File: src/rtl/instruction_fetch_unit_if.sv
// Signal bundle shared by the fetch unit, the instruction memory and decode.
// The master side is the fetch unit; the slave side is its surroundings.
interface instruction_fetch_unit_if #(
  parameter int ADDR_W = 8
);
  logic              redirect_valid;
  logic [31:0]       redirect_pc;

  logic              imem_req;
  logic [ADDR_W-1:0] imem_addr;
  logic [31:0]       imem_rdata;

  logic              out_valid;
  logic              out_ready;
  logic [31:0]       out_instr;
  logic [31:0]       out_pc;
  logic [31:0]       out_pc_plus4;
  logic              out_fault;

  modport master (
    input  redirect_valid, redirect_pc, imem_rdata, out_ready,
    output imem_req, imem_addr, out_valid, out_instr, out_pc, out_pc_plus4, out_fault
  );

  modport slave (
    output redirect_valid, redirect_pc, imem_rdata, out_ready,
    input  imem_req, imem_addr, out_valid, out_instr, out_pc, out_pc_plus4, out_fault
  );
endinterface

File: src/rtl/instruction_fetch_unit.sv
// Fetch stage: owns the PC, issues word reads to a 1-cycle instruction memory and
// queues the returned words for decode, with redirect flush and misaligned-target faults.
module instruction_fetch_unit #(
  parameter int          ADDR_W   = 8,
  parameter logic [31:0] RESET_PC = 32'h0000_0000,
  parameter int          DEPTH    = 2
) (
  input  logic                    clk,
  input  logic                    rst_n,
  instruction_fetch_unit_if.master bus
);

  localparam int               PTR_W    = $clog2(DEPTH);
  localparam int               CNT_W    = $clog2(DEPTH + 1);
  localparam logic [CNT_W:0]   DEPTH_C  = (CNT_W + 1)'(DEPTH);
  localparam logic [PTR_W-1:0] LAST_PTR = PTR_W'(DEPTH - 1);

  typedef struct packed {
    logic [31:0] instr;
    logic [31:0] pc;
    logic        fault;
  } entry_t;

  entry_t           queue_q [DEPTH];
  logic [PTR_W-1:0] rd_ptr_q;
  logic [PTR_W-1:0] wr_ptr_q;
  logic [CNT_W-1:0] count_q;
  logic [31:0]      pc_q;
  logic             inflight_q;
  logic [31:0]      inflight_pc_q;
  logic             halt_q;

  logic             redirect;
  logic [31:0]      fetch_addr;
  logic             aligned;
  logic             pop;
  logic [CNT_W-1:0] occ_after;
  logic             infl_after;
  logic             credit_ok;
  logic             fetch_allowed;
  logic             issue;
  logic             fault_push;
  logic             resp_push;
  entry_t           resp_entry;
  entry_t           fault_entry;
  entry_t           head;
  logic [PTR_W-1:0] base_ptr;
  logic [PTR_W-1:0] fault_ptr;
  logic [PTR_W-1:0] wr_ptr_d;
  logic [PTR_W-1:0] rd_ptr_d;
  logic [CNT_W-1:0] count_d;

  function automatic logic [PTR_W-1:0] ptr_inc(input logic [PTR_W-1:0] p);
    return (p == LAST_PTR) ? '0 : p + PTR_W'(1);
  endfunction

  assign redirect = bus.redirect_valid;

  // A fetch needs room for itself once this cycle's pop and any in-flight word land;
  // a redirect discards both, so it can always fetch.
  always_comb begin
    fetch_addr    = redirect ? bus.redirect_pc : pc_q;
    aligned       = (fetch_addr[1:0] == 2'b00);
    pop           = (count_q != '0) && bus.out_ready;
    occ_after     = redirect ? '0 : (count_q - CNT_W'(pop));
    infl_after    = inflight_q && !redirect;
    credit_ok     = ({1'b0, occ_after} + (CNT_W + 1)'(infl_after) + (CNT_W + 1)'(1)) <= DEPTH_C;
    fetch_allowed = (!halt_q || redirect) && credit_ok;
    issue         = fetch_allowed && aligned;
    fault_push    = fetch_allowed && !aligned;
    resp_push     = inflight_q && !redirect;
  end

  always_comb begin
    resp_entry  = '{instr: bus.imem_rdata, pc: inflight_pc_q, fault: 1'b0};
    fault_entry = '{instr: 32'h0, pc: fetch_addr, fault: 1'b1};
    base_ptr    = redirect ? '0 : wr_ptr_q;
    fault_ptr   = resp_push ? ptr_inc(base_ptr) : base_ptr;
    wr_ptr_d    = base_ptr;
    if (resp_push) begin
      wr_ptr_d = ptr_inc(wr_ptr_d);
    end
    if (fault_push) begin
      wr_ptr_d = ptr_inc(wr_ptr_d);
    end
    rd_ptr_d = redirect ? '0 : (pop ? ptr_inc(rd_ptr_q) : rd_ptr_q);
    count_d  = occ_after + CNT_W'(resp_push) + CNT_W'(fault_push);
  end

  always_ff @(posedge clk or negedge rst_n) begin
    if (!rst_n) begin
      pc_q          <= RESET_PC;
      inflight_q    <= 1'b0;
      inflight_pc_q <= 32'h0;
      halt_q        <= 1'b0;
      rd_ptr_q      <= '0;
      wr_ptr_q      <= '0;
      count_q       <= '0;
    end else begin
      if (issue) begin
        pc_q          <= fetch_addr + 32'd4;
        inflight_pc_q <= fetch_addr;
      end
      inflight_q <= issue;
      halt_q     <= fault_push || (halt_q && !redirect);
      rd_ptr_q   <= rd_ptr_d;
      wr_ptr_q   <= wr_ptr_d;
      count_q    <= count_d;
    end
  end

  // Entry storage needs no reset: count_q alone decides which slots are meaningful.
  always_ff @(posedge clk) begin
    if (resp_push) begin
      queue_q[base_ptr] <= resp_entry;
    end
    if (fault_push) begin
      queue_q[fault_ptr] <= fault_entry;
    end
  end

  assign head = queue_q[rd_ptr_q];

  // rst_n gates the request so memory sees nothing while the unit is held in reset.
  assign bus.imem_req     = issue && rst_n;
  assign bus.imem_addr    = fetch_addr[ADDR_W-1:0];
  assign bus.out_valid    = (count_q != '0);
  assign bus.out_instr    = bus.out_valid ? head.instr : 32'h0;
  assign bus.out_pc       = bus.out_valid ? head.pc : 32'h0;
  assign bus.out_pc_plus4 = bus.out_valid ? (head.pc + 32'd4) : 32'h0;
  assign bus.out_fault    = bus.out_valid && head.fault;

endmodule
File: src/flat_wrapper.sv
// flat-port wrapper written by rule: the top's interface ports become plain ports
module instruction_fetch_unit_flat 
#(
  parameter int          ADDR_W   = 8,
  parameter logic [31:0] RESET_PC = 32'h0000_0000,
  parameter int          DEPTH    = 2
)
  (clk, rst_n, bus_redirect_valid, bus_redirect_pc, bus_imem_rdata, bus_out_ready, bus_imem_req, bus_imem_addr, bus_out_valid, bus_out_instr, bus_out_pc, bus_out_pc_plus4, bus_out_fault);
  instruction_fetch_unit_if #(.ADDR_W(ADDR_W)) bus_i ();
  input  logic clk;
  input  logic rst_n;
  input wire logic [$bits(bus_i.redirect_valid)-1:0] bus_redirect_valid;
  input wire logic [$bits(bus_i.redirect_pc)-1:0] bus_redirect_pc;
  input wire logic [$bits(bus_i.imem_rdata)-1:0] bus_imem_rdata;
  input wire logic [$bits(bus_i.out_ready)-1:0] bus_out_ready;
  output wire logic [$bits(bus_i.imem_req)-1:0] bus_imem_req;
  output wire logic [$bits(bus_i.imem_addr)-1:0] bus_imem_addr;
  output wire logic [$bits(bus_i.out_valid)-1:0] bus_out_valid;
  output wire logic [$bits(bus_i.out_instr)-1:0] bus_out_instr;
  output wire logic [$bits(bus_i.out_pc)-1:0] bus_out_pc;
  output wire logic [$bits(bus_i.out_pc_plus4)-1:0] bus_out_pc_plus4;
  output wire logic [$bits(bus_i.out_fault)-1:0] bus_out_fault;
  assign bus_i.redirect_valid = bus_redirect_valid;
  assign bus_i.redirect_pc = bus_redirect_pc;
  assign bus_i.imem_rdata = bus_imem_rdata;
  assign bus_i.out_ready = bus_out_ready;
  assign bus_imem_req = bus_i.imem_req;
  assign bus_imem_addr = bus_i.imem_addr;
  assign bus_out_valid = bus_i.out_valid;
  assign bus_out_instr = bus_i.out_instr;
  assign bus_out_pc = bus_i.out_pc;
  assign bus_out_pc_plus4 = bus_i.out_pc_plus4;
  assign bus_out_fault = bus_i.out_fault;
  instruction_fetch_unit #(.ADDR_W(ADDR_W), .RESET_PC(RESET_PC), .DEPTH(DEPTH)) u_core (.clk(clk), .rst_n(rst_n), .bus(bus_i));
endmodule
File: config.mk
export PLATFORM = sky130hd
export DESIGN_NAME = instruction_fetch_unit_flat
export DESIGN_NICKNAME = d
export VERILOG_FILES = /design/src/rtl/instruction_fetch_unit_if.sv /design/src/rtl/instruction_fetch_unit.sv /design/src/flat_wrapper.sv
export SDC_FILE = /design/constraint.sdc
export NUM_CORES = 1
export LEC_CHECK = 0
export CAP_MARGIN = 20
export CORE_ASPECT_RATIO = 1.1
export CORE_MARGIN = 5
export CORE_UTILIZATION = 55
export DETAILED_ROUTE_END_ITERATION = 8
export HOLD_SLACK_MARGIN = 0.12
export MAX_ROUTING_LAYER = met4
export PLACE_DENSITY = 0.88
export SYNTH_ARGS = -nofsm -noshare
export SYNTH_HDL_FRONTEND = slang
export SYNTH_SLANG_ARGS = --single-unit
export TNS_END_PERCENT = 30
File: constraint.sdc
create_clock -name clk -period 10 [get_ports clk]
set_clock_uncertainty 0.15 [all_clocks]
set_input_delay 2 -clock clk [delete_from_list [all_inputs] [get_ports clk]]
set_output_delay 2 -clock clk [all_outputs]
set_load 0.005 [all_outputs]
==> out/results.tsv <==
metric	value	unit
post_dp_cell_area	12800	sq um
cp_cell_sequence	clkdlybuf4s50_1, and2_1, ha_1, nor2_1, inv_1, ha_1, ha_1, and3b_1, a2bb2oi_1, and3_1, clkdlybuf4s50_1	
wp_data_arrival	4850	ps
critPathMostFrequentCell	ha_1	
detailroute.via_count	9030	
static_leakage	5.21	nW
yosysWarningCount	0	
drt-pass1-iter-count	5	
post_cts_hold_buffer_count	0	
area_delta_synth_final	20.8	%
fillers	1483	
hpwl_after_detailed_placement	18900	microns
reg2reg_slack	4460	ps
critPathKind	in2out	
io-pin-count	175	
number_of_global_route_vias_before_repair	8902	
ys_dominant_reg_cell	dfrtp_1	
vias_per_cell	5.79	
finalWeightedCongestion	0.856	
synthCells	1176	
worst_r2r_path_depth	18	
holdPathStages	2	
layout.area.seq	4950	sq um
numCtsBuffers	17	
num-nets-final	1373	
footprint_of_the_multi_input_gates	5650	sq um
cts.path.max_buffers	2	
cts.clk_slew.worst_paths	80	ps
power.internal	2.35	mW
postLayoutCellArea	13400	sq um
netSwitchingFraction	39.4	%
async_reset_ff_share	34.3	%
cts-root-buf	clkbuf_16	
finalCritPeriodShare	70.0	%
cts-resized-gates	0	
worstHoldStart	u_core.queue_q[0][0]	
worst-path-max-fanout	3	
fp-row-count	54	
max-cap-violations	0	
power.clock.fraction	17.7	%
floorplan.core_area	19900	sq um
dp_slack	3010	ps
cellPowerDensity	289	nW/um^2
worst_hold_path.endpoint	u_core.queue_q[0][0]	
cts.repair_timing.setup_buffer_count	0	
netlist_area	11100	sq um
worst_ir_drop_vdd	156	uV
outcome	finished, final reports clean	
min_path_type	reg2reg	
postSynthRegisterBits	198	
cp-end-kind	output port	
initial_utilization	55.9	%
synth_enable_flop_cells	64	
share_comb_of_total_power	45.4	%
timing.final.hold_violations	0	
yosysSeqAreaShare	44.5	%
grt_first_pass_wirelength	45600	microns
drive_gt1_share	7.19	%
critPathMaxStageDelay	510	ps
r2r_start	u_core.count_q[1]	
floorplan.die.height	159	microns
rr_endpoint	u_core.queue_q[0][32]	
worst_slew_pin_slew	1010	ps
port-buffer-count	174	
max_clock_freq	0.143	GHz
slowest_stage	clkdlybuf4s50_1	
tns	0	ps
cts_tree	yes	
syn-num-nets	1255	
yosysUniqueCellTypes	73	
rsz0062_at_grt	false	
tot_gr_track_use	24.3	%
route.antenna.remaining_nets	0	
grt.overflow.total	0	
report.final.slew_viol_count	0	
fp.dieW	146	microns
detailedRoute.firstIterationViolations	804	
antenna_found_initial	0	
clock-sinks	198	
floorplan.die_area	23100	sq um
syn-mean-instance-area	9.45	sq um
antenna-diode-count	0	
cp.required	7850	ps
htreeDepth	4	
drcViolationCount	0	
crit_path_start_kind	input pin	
share_seq_of_total_power	36.9	%
min_tclk_post_route	7000	ps
power.switching	1.53	mW
detail_route.wl_per_cell	17.7	microns
grt_max_degree	113	
final_critical_path_setup_slack	3000	ps
clkLatencyLatePin	440	ps
drt-total-wl	27600	microns
finalSetupViolations	0	
timing.slew.headroom	32.4	%
## final cells by class
type,instances,share of cell area [%]
Clock buffer,17,3.17
Clock inverter,15,1.28
Inverter,22,0.615
Multi-Input combinational cell,868,42.1
Sequential cell,198,36.9
Tap cell,252,2.35
Timing Repair Buffer,187,13.6
## metrics by stage
| step | util (%) | instances | hold slack [ps] | power (mW) |
|---|---|---|---|---|
| 3_3_place_gp | 64.6 | 1527 | 291 | 3.12 |
| 2_1_floorplan | - | 1176 | 279 | 2.46 |
| 5_1_grt | 67.6 | 1559 | 376 | 4.14 |
| 4_1_cts | 67.6 | 1559 | 310 | 3.89 |
| 3_5_place_dp | 64.6 | 1527 | 298 | 3.19 |
| 6_report | 67.6 | 1559 | 312 | 3.88 |
## Yosys cell counts (all sizes together) (12+ instances only)
cell type    n  area share [%]
inv         22            0.74
nand3       60             2.7
dfrtp       68              15
o21ai      113             5.1
nand3b      14             1.3
edfxtp      64              17
clkbuf      39             1.3
a21oi       24             1.1
nor2b       12            0.68
nor3        14            0.68
buf         49             2.8
dfxtp       66              12
xnor2       28             2.2
mux2i      153              14
nor2       177             6.0
xor2        25             2.0
nand2      125             4.2
## sequential cells by signal, indices dropped and copies added, names as in the netlist
register              flops
u_core.count_q            2
u_core.halt_q             1
u_core.inflight_pc_q     32
u_core.inflight_q         1
u_core.pc_q              30
u_core.queue_q          130
u_core.rd_ptr_q           1
u_core.wr_ptr_q           1
## power by group through the flow
stage	Sequential (mW)	Combinational [mW]	Clock, mW
floorplan	1.36	1.10	0
global route	1.47	1.94	0.726
finish	1.43	1.76	0.687
CTS	1.42	1.77	0.693
detailed placement	1.44	1.76	0
global placement	1.41	1.70	0
## worst max path at each step
stage	startpoint	end	slack, ps	depth (start not counted)
2_1_floorplan	bus_redirect_valid	bus_imem_req	3850	12
4_1_cts	bus_out_ready	bus_imem_req	2990	11
3_3_place_gp	bus_out_ready	bus_imem_req	3070	11
3_5_place_dp	bus_out_ready	bus_imem_req	3010	11
5_1_grt	bus_out_ready	bus_imem_req	2870	11
6_report	bus_out_ready	bus_imem_req	3000	11
## per-layer routing
layer  GRT usage (%)  wire, microns  up-vias
met5               -              0        -
li1                -              -     4347
met4            8.31            616        0
met1            31.3          12000     4284
met3            4.41           1670       45
met2            38.7          13400      354
## critical path: cells and delay by family
| kind | cells | cell delay, ps |
|---|---|---|
| simple gates | 4 | 750 |
| fa+ha+maj | 3 | 740 |
| buf+inv | 3 | 1050 |
| compound gates | 1 | 290 |
## cell usage in the layout, fill, tap and decap left out, types with 3 or more instances in the layout
master           Yosys  routed
dfrtp_1             68      67
nand3_1             59      59
mux2i_1            152     152
and4b_1              5       5
xor2_1              25      25
ha_1                10       8
and2_1              10      10
nor4_2               3       3
clkdlybuf4s50_1      0     172
and3_1               3       3
edfxtp_1            64      64
nand2b_1             6       6
nand4_1              8       8
nor2b_1             12      11
nand4_4              3       3
o21ai_0            104     104
nand3b_1            11      11
inv_6                0       8
clkbuf_16            0      17
a21oi_1             22      22
inv_12               0       3
xnor2_1             28      28
a21o_1               4       4
nor2_1             177     175
buf_4               14      14
nand4b_1             3       3
o21ai_1              9       9
dfxtp_1             66      66
o211ai_1             6       6
nand2_1            125     124
mux2_2              10      10
nor3_1              13      13
inv_1               22      22
a22oi_2              4       4
nand3b_4             3       3
## cell families (layout without fill, tap and decap cells)
| family | Yosys count | after routing | share of synthesized area, % |
|---|---|---|---|
| buffers and inverters | 110 | 241 | 4.82 |
| adder cells (fa/ha/maj) | 11 | 11 | 1.31 |
| AO/OA/AOI/OAI | 182 | 182 | 10.1 |
| multiplexers | 163 | 163 | 14.8 |
| flip-flops | 198 | 198 | 44.5 |
| AND/OR/NAND/NOR | 459 | 459 | 20.3 |
| XOR/XNOR | 53 | 53 | 4.18 |
(Power assumes the default switching activity.)
